`src/rtl/mips_cu_pkg.sv`:
```
// Shared types for the multi-cycle MIPS control unit: state encoding, opcode/func
// constants, select/ALUOp encodings, the control word and the next-state function.
package mips_cu_pkg;

   typedef enum logic [3:0] {
      S_FETCH, S_DECODE, S_EXEC_R, S_EXEC_I, S_WB_ALU, S_MEM_ADDR,
      S_MEM_RD, S_WB_MEM, S_MEM_WR, S_BRANCH, S_JUMP, S_JR
   } state_t;

   localparam logic [5:0] OP_RTYPE = 6'b000000;
   localparam logic [5:0] OP_J     = 6'b000010;
   localparam logic [5:0] OP_JAL   = 6'b000011;
   localparam logic [5:0] OP_BEQ   = 6'b000100;
   localparam logic [5:0] OP_BNE   = 6'b000101;
   localparam logic [5:0] OP_ADDI  = 6'b001000;
   localparam logic [5:0] OP_SLTI  = 6'b001010;
   localparam logic [5:0] OP_LUI   = 6'b001111;
   localparam logic [5:0] OP_LW    = 6'b100011;
   localparam logic [5:0] OP_SW    = 6'b101011;

   localparam logic [5:0] FN_JR    = 6'b001000;
   localparam logic [5:0] FN_MULT  = 6'b011000;
   localparam logic [5:0] FN_DIV   = 6'b011010;

   localparam logic [1:0] ALU_FUNC = 2'b00, ALU_ADD = 2'b01, ALU_SUB = 2'b10, ALU_SLT = 2'b11;
   localparam logic [1:0] DST_RT = 2'b00, DST_RD = 2'b01, DST_R31 = 2'b11;
   localparam logic [1:0] A_PC = 2'b00, A_RS = 2'b01, A_ZERO = 2'b10;
   localparam logic [1:0] B_RT = 2'b00, B_SIMM = 2'b01, B_IMMHI = 2'b10, B_FOUR = 2'b11;
   localparam logic [1:0] WB_MEM = 2'b00, WB_ALU = 2'b01, WB_PC = 2'b10;
   localparam logic [1:0] PC_ALU = 2'b00, PC_BR = 2'b01, PC_JMP = 2'b10, PC_RS = 2'b11;

   typedef struct packed {
      logic       pc_write;
      logic       ir_write;
      logic       iord;
      logic       reg_write;
      logic       mem_read;
      logic       mem_write;
      logic [1:0] sm1;
      logic [1:0] sm2;
      logic [1:0] sm3;
      logic [1:0] sm4;
      logic [1:0] sm5;
      logic [1:0] alu_op;
   } ctrl_t;

   function automatic logic known_opcode(input logic [5:0] op);
      case (op)
         OP_RTYPE, OP_ADDI, OP_SLTI, OP_LUI, OP_LW, OP_SW,
         OP_BEQ, OP_BNE, OP_J, OP_JAL: known_opcode = 1'b1;
         default:                      known_opcode = 1'b0;
      endcase
   endfunction

   function automatic state_t next_state(input state_t s, input logic [5:0] op,
                                         input logic [5:0] fn, input logic ready);
      next_state = S_FETCH;
      case (s)
         S_FETCH:    next_state = ready ? S_DECODE : S_FETCH;
         S_DECODE:
            case (op)
               OP_RTYPE:                next_state = (fn == FN_JR) ? S_JR : S_EXEC_R;
               OP_ADDI, OP_SLTI, OP_LUI: next_state = S_EXEC_I;
               OP_LW, OP_SW:            next_state = S_MEM_ADDR;
               OP_BEQ, OP_BNE:          next_state = S_BRANCH;
               OP_J, OP_JAL:            next_state = S_JUMP;
               default:                 next_state = S_FETCH;
            endcase
         // mult/div results live in HI/LO, so there is nothing to write back
         S_EXEC_R:   next_state = (fn == FN_MULT || fn == FN_DIV) ? S_FETCH : S_WB_ALU;
         S_EXEC_I:   next_state = S_WB_ALU;
         S_MEM_ADDR: next_state = (op == OP_LW) ? S_MEM_RD : S_MEM_WR;
         S_MEM_RD:   next_state = ready ? S_WB_MEM : S_MEM_RD;
         S_MEM_WR:   next_state = ready ? S_FETCH : S_MEM_WR;
         default:    next_state = S_FETCH;
      endcase
   endfunction

endpackage

```
`src/rtl/mips_cu_decode.sv`:
```
// Combinational state -> control word decode. Only FETCH (mem_ready) and
// BRANCH (zero) look at anything beyond the state and the held opcode.
module mips_cu_decode
   import mips_cu_pkg::*;
(
   input  state_t      state,
   input  logic [5:0]  opcode,
   input  logic        zero,
   input  logic        mem_ready,
   output ctrl_t       ctrl
);

   always_comb begin
      ctrl = '0;
      case (state)
         S_FETCH: begin
            ctrl.mem_read = 1'b1;
            ctrl.sm2      = A_PC;
            ctrl.sm3      = B_FOUR;
            ctrl.alu_op   = ALU_ADD;
            ctrl.sm5      = PC_ALU;
            ctrl.ir_write = mem_ready;
            ctrl.pc_write = mem_ready;
         end
         S_DECODE: begin
            ctrl.sm2    = A_PC;
            ctrl.sm3    = B_SIMM;
            ctrl.alu_op = ALU_ADD;
         end
         S_EXEC_R: begin
            ctrl.sm2    = A_RS;
            ctrl.sm3    = B_RT;
            ctrl.alu_op = ALU_FUNC;
         end
         S_EXEC_I: begin
            ctrl.sm2    = (opcode == OP_LUI) ? A_ZERO : A_RS;
            ctrl.sm3    = (opcode == OP_LUI) ? B_IMMHI : B_SIMM;
            ctrl.alu_op = (opcode == OP_SLTI) ? ALU_SLT : ALU_ADD;
         end
         S_WB_ALU: begin
            ctrl.reg_write = 1'b1;
            ctrl.sm4       = WB_ALU;
            ctrl.sm1       = (opcode == OP_RTYPE) ? DST_RD : DST_RT;
         end
         S_MEM_ADDR: begin
            ctrl.sm2    = A_RS;
            ctrl.sm3    = B_SIMM;
            ctrl.alu_op = ALU_ADD;
         end
         S_MEM_RD: begin
            ctrl.mem_read = 1'b1;
            ctrl.iord     = 1'b1;
         end
         S_WB_MEM: begin
            ctrl.reg_write = 1'b1;
            ctrl.sm1       = DST_RT;
            ctrl.sm4       = WB_MEM;
         end
         S_MEM_WR: begin
            ctrl.mem_write = 1'b1;
            ctrl.iord      = 1'b1;
         end
         S_BRANCH: begin
            ctrl.sm2      = A_RS;
            ctrl.sm3      = B_RT;
            ctrl.alu_op   = ALU_SUB;
            ctrl.sm5      = PC_BR;
            ctrl.pc_write = (opcode == OP_BNE) ? ~zero : zero;
         end
         S_JUMP: begin
            ctrl.pc_write = 1'b1;
            ctrl.sm5      = PC_JMP;
            if (opcode == OP_JAL) begin
               ctrl.reg_write = 1'b1;
               ctrl.sm1       = DST_R31;
               ctrl.sm4       = WB_PC;
            end
         end
         S_JR: begin
            ctrl.pc_write = 1'b1;
            ctrl.sm5      = PC_RS;
         end
         default: ;
      endcase
   end

endmodule

```
`src/rtl/mips_multicycle_cu.sv`:
```
// Multi-cycle MIPS control unit: state register, sticky illegal flag and output gating.
// Optional MIPSCU_PERF_CNT_EN adds cycle / retired-instruction counters.
module mips_multicycle_cu #(
   parameter int SEL_W   = 2,
   parameter int ALUOP_W = 2
`ifdef MIPSCU_PERF_CNT_EN
   , parameter int CNT_W = 32
`endif
) (
   input  logic               clk,
   input  logic               rst,
   input  logic [5:0]         opcode,
   input  logic [5:0]         func,
   input  logic               zero,
   input  logic               mem_ready,
   output logic               pcWrite,
   output logic               irWrite,
   output logic               iorD,
   output logic               regWrite,
   output logic               memRead,
   output logic               memWrite,
   output logic [SEL_W-1:0]   sm1,
   output logic [SEL_W-1:0]   sm2,
   output logic [SEL_W-1:0]   sm3,
   output logic [SEL_W-1:0]   sm4,
   output logic [SEL_W-1:0]   sm5,
   output logic [ALUOP_W-1:0] ALUOp,
   output logic               illegal
`ifdef MIPSCU_PERF_CNT_EN
   ,
   output logic [CNT_W-1:0]   cyc_cnt,
   output logic [CNT_W-1:0]   instr_cnt
`endif
);
   import mips_cu_pkg::*;

   state_t state, nxt;
   ctrl_t  ctrl, ctrl_g;

   assign nxt = next_state(state, opcode, func, mem_ready);

   mips_cu_decode u_decode (
      .state     (state),
      .opcode    (opcode),
      .zero      (zero),
      .mem_ready (mem_ready),
      .ctrl      (ctrl)
   );

   always_ff @(posedge clk or negedge rst) begin
      if (!rst) begin
         state   <= S_FETCH;
         illegal <= 1'b0;
      end else begin
         state <= nxt;
         if (state == S_DECODE && !known_opcode(opcode))
            illegal <= 1'b1;
      end
   end

   // The reset state is FETCH, whose decode requests memory; hold everything low while in reset.
   assign ctrl_g   = rst ? ctrl : '0;
   assign pcWrite  = ctrl_g.pc_write;
   assign irWrite  = ctrl_g.ir_write;
   assign iorD     = ctrl_g.iord;
   assign regWrite = ctrl_g.reg_write;
   assign memRead  = ctrl_g.mem_read;
   assign memWrite = ctrl_g.mem_write;
   assign sm1      = SEL_W'(ctrl_g.sm1);
   assign sm2      = SEL_W'(ctrl_g.sm2);
   assign sm3      = SEL_W'(ctrl_g.sm3);
   assign sm4      = SEL_W'(ctrl_g.sm4);
   assign sm5      = SEL_W'(ctrl_g.sm5);
   assign ALUOp    = ALUOP_W'(ctrl_g.alu_op);

`ifdef MIPSCU_PERF_CNT_EN
   // An illegal opcode drops from DECODE back to FETCH and is not retired.
   always_ff @(posedge clk or negedge rst) begin
      if (!rst) begin
         cyc_cnt   <= '0;
         instr_cnt <= '0;
      end else begin
         cyc_cnt <= cyc_cnt + CNT_W'(1);
         if (nxt == S_FETCH && state != S_FETCH && state != S_DECODE)
            instr_cnt <= instr_cnt + CNT_W'(1);
      end
   end
`endif

endmodule
```
`config.mk`:
```
export PLATFORM = sky130hd
export DESIGN_NAME = mips_multicycle_cu
export DESIGN_NICKNAME = d
export VERILOG_FILES = /design/src/rtl/mips_cu_pkg.sv /design/src/rtl/mips_cu_decode.sv /design/src/rtl/mips_multicycle_cu.sv
export SDC_FILE = /design/constraint.sdc
export NUM_CORES = 1
export LEC_CHECK = 0
export ABC_AREA = 0
export CAP_MARGIN = 10
export CORE_MARGIN = 2
export CORE_UTILIZATION = 23
export DETAILED_ROUTE_END_ITERATION = 8
export SLEW_MARGIN = 15
export SYNTH_ARGS = -nofsm -noshare
export SYNTH_HDL_FRONTEND = slang
export SYNTH_SLANG_ARGS = --single-unit
```
`constraint.sdc`:
```
create_clock -name clk -period 4.4 [get_ports clk]
set_clock_uncertainty 0.05 [all_clocks]
set_input_delay 0.88 -clock clk [delete_from_list [all_inputs] [get_ports clk]]
set_output_delay 0.88 -clock clk [all_outputs]
set_load 0.02 [all_outputs]
```
==> summary.txt <==
Antenna diodes - 0
R2r setup slk - 2.81 ns
Clk root buf - clkbuf_4
Crit path required time - 3.47 ns
Status - finished, final reports clean
CTS Buf Count - 3
Final Cell Area - 1120 µm²
Hold WS - 0.422 ns
GR Overflow Total - 0
Setup CP Type - in2out
Initial Util - 0.238
Top-Level Pins - 35
Startpoint types - input port
Period minus WS final - 4.12 ns
Placer Congestion - 0.926
Leak - 0.440 nW
Wirelength per Cell - 12.5 µm
Clock Sink Count - 5
GRT Overall Usage - 0.137
Largest net degree at the start of global routing - 18
Hold Vio Cnt, Final - 0
Util after Layout - 0.371
Worst path depth - 5
Max Cap Violations - 0
Synthesized area - 721 µm²
Max-slew headroom - 0.652
Cts repair resizes - 0
CP max stage cell - clkdlybuf4s50_1
Mean post-synth cell area - 6.74 µm²
Power Total - 0.210 mW
Initial antenna violation count - 0
P per Cell Area - 187 nW/µm²
Commonest cells after routing, fill and taps aside - clkdlybuf4s50_1, nand2_1, nor2_1, o21ai_0, nor3_1
CTS H-tree depth - 1
RSZ-0062 raised after global routing - false
Latest clock arrival within the worst-skew pair - 0.26 ns
DRC violations left - 0
Detail Route Antenna Nets - 0
Slew @ Worst Pin - 0.521 ns
Dpl hpwl - 1790 µm
Max FO, Critical Path - 7
Hold crit path type - reg2reg
Core region area - 3030 µm²
Syn Inst Count - 107
Maximum clock rate - 0.243 GHz
Hold path cells - 1
Die Area - 3600 µm²
Die width - 60.0 µm
Worst slack at placement - 0.277 ns
Ys Warns - 0
Post-synthesis register bit count - 5
Reg power frac - 0.283
Area grow syn2layout - 55.7%
Post-CTS setup repair buffer count - 0
Net Sw Power - 0.0820 mW
Die Ht - 60.0 µm
Logic pwr share - 0.449
Setup TNS - 0 ns
Placed Cells - 179
Cell internal pwr - 0.128 mW
First-pass GRT wire length - 3710 µm
Critical path arrival - 3.19 ns
Worst setup margin - 0.282 ns
Period utilisation layout - 0.936
Crit-path leading delay family - simple AND/OR/NAND/NOR gates
Clock transition at path regs - 0.04 ns
Hold_buf cts - 0
Worst VDD drop - 0.115 mV
Layout Cells excl Fill - 183
R2R cell count - 4
Syn nets - 123
Yosys cell types - 40
Clock power share - 0.268
Layout cells sized above 1 - 0.0791
Number of setup violations in the final report - 0
Vias - 929
DP Area - 1100 µm²
Row count - 20
Routed wire length - 2300 µm
Port-buffer cells - 34
Most common cell after layout, fill and taps aside - clkdlybuf4s50_1
Worst path buffer plus inverter count - 2
Sw frac - 0.391
Crit. End Element - output port
Cell Chain, Critical Path - clkdlybuf4s50_1 > or4_4 > or4_4 > nand2_1 > clkdlybuf4s50_1
Fin nets - 156
Drt first pass iters - 4
DR iter-0 viols - 23
TritonCTS clock tree - yes
Vias in the first global route - 856
CP peak stage delay - 0.60 ns
Vias/cell - 5.08
Clock tree buffer depth - 2
Final Slew Violations - 0
Register area share after synthesis - 0.174
power groups by stage:
| stage | Combinational, mW | Sequential [mW] | Clock (mW) |
|---|---|---|---|
| after CTS | 0.0944 | 0.0590 | 0.0566 |
| after global placement | 0.0936 | 0.0592 | 0 |
| after floorplan | 0.0589 | 0.0515 | 0 |
| final | 0.0941 | 0.0594 | 0.0562 |
| after detailed placement | 0.0941 | 0.0596 | 0 |
| after global routing | 0.103 | 0.0601 | 0.0585 |
synthesized netlist by cell type:
cell / number / area (µm²)
a211o_1: 1 / 8.76
a21boi_0: 1 / 7.51
a21o_1: 1 / 7.51
a21oi_1: 4 / 20.0
a22oi_1: 1 / 7.51
a31oi_1: 2 / 12.5
a32o_1: 1 / 10.0
a32oi_1: 1 / 8.76
a41o_1: 1 / 10.0
and2_1: 1 / 6.26
and3_1: 3 / 18.8
and3_2: 1 / 7.51
and4b_1: 1 / 10.0
buf_2: 1 / 5.00
buf_4: 2 / 15.0
clkbuf_1: 6 / 22.5
dfrtp_1: 5 / 125
inv_1: 5 / 18.8
mux2_2: 1 / 11.3
nand2_1: 12 / 45.0
nand2b_1: 5 / 31.3
nand3_1: 2 / 10.0
nand3b_1: 1 / 7.51
nand4_1: 3 / 18.8
nand4b_1: 1 / 8.76
nor2_1: 10 / 37.5
nor2b_1: 3 / 18.8
nor3_1: 7 / 35.0
nor3b_1: 3 / 22.5
nor4_1: 2 / 12.5
o211ai_1: 1 / 7.51
o21ai_0: 7 / 35.0
o22ai_1: 1 / 6.26
o2bb2ai_1: 1 / 8.76
o31a_1: 1 / 8.76
o32ai_1: 1 / 8.76
or3_1: 1 / 6.26
or4_4: 2 / 22.5
or4b_2: 1 / 10.0
xor2_1: 3 / 26.3
registers in the layout (all words and copies together), names as in the netlist:
name / count
illegal: 1
state: 4
cell families after synthesis:
logic type,share of synthesized area
AND/OR/NAND/NOR,0.457
AO/OA/AOI/OAI,0.233
buffers and inverters,0.0851
flip-flops,0.174
XOR/XNOR,0.0365
multiplexers,0.0156
final timing paths:
check                                     from                  end
setup / recovery                     opcode[3]             regWrite
hold reg to reg            illegal$_DFFE_PN0P_  illegal$_DFFE_PN0P_
min in group asynchronous                  rst   state[0]$_DFF_PN0_
setup reg to reg            state[1]$_DFF_PN0_   state[0]$_DFF_PN0_
hold / removal             illegal$_DFFE_PN0P_  illegal$_DFFE_PN0P_
max in group asynchronous                  rst  illegal$_DFFE_PN0P_
cell type report:
class                      instances  area (µm²)
clock buffer                       4        26.3
sequential                         5         125
inverter                           5        18.8
timing repair buffer              37         363
tap                               44        55.1
fill                             339        1910
multi-input combinational         88         534
per-layer routing:
layer / global-route usage / vias to the layer above / wire length (µm)
li1: - / 455 / -
met1: 0.165 / 433 / 982
met2: 0.228 / 34 / 1140
met3: 0.0390 / 7 / 123
met4: 0.0571 / 0 / 49
met5: 0 / - / 0
Power figures use the tool's default switching activity.
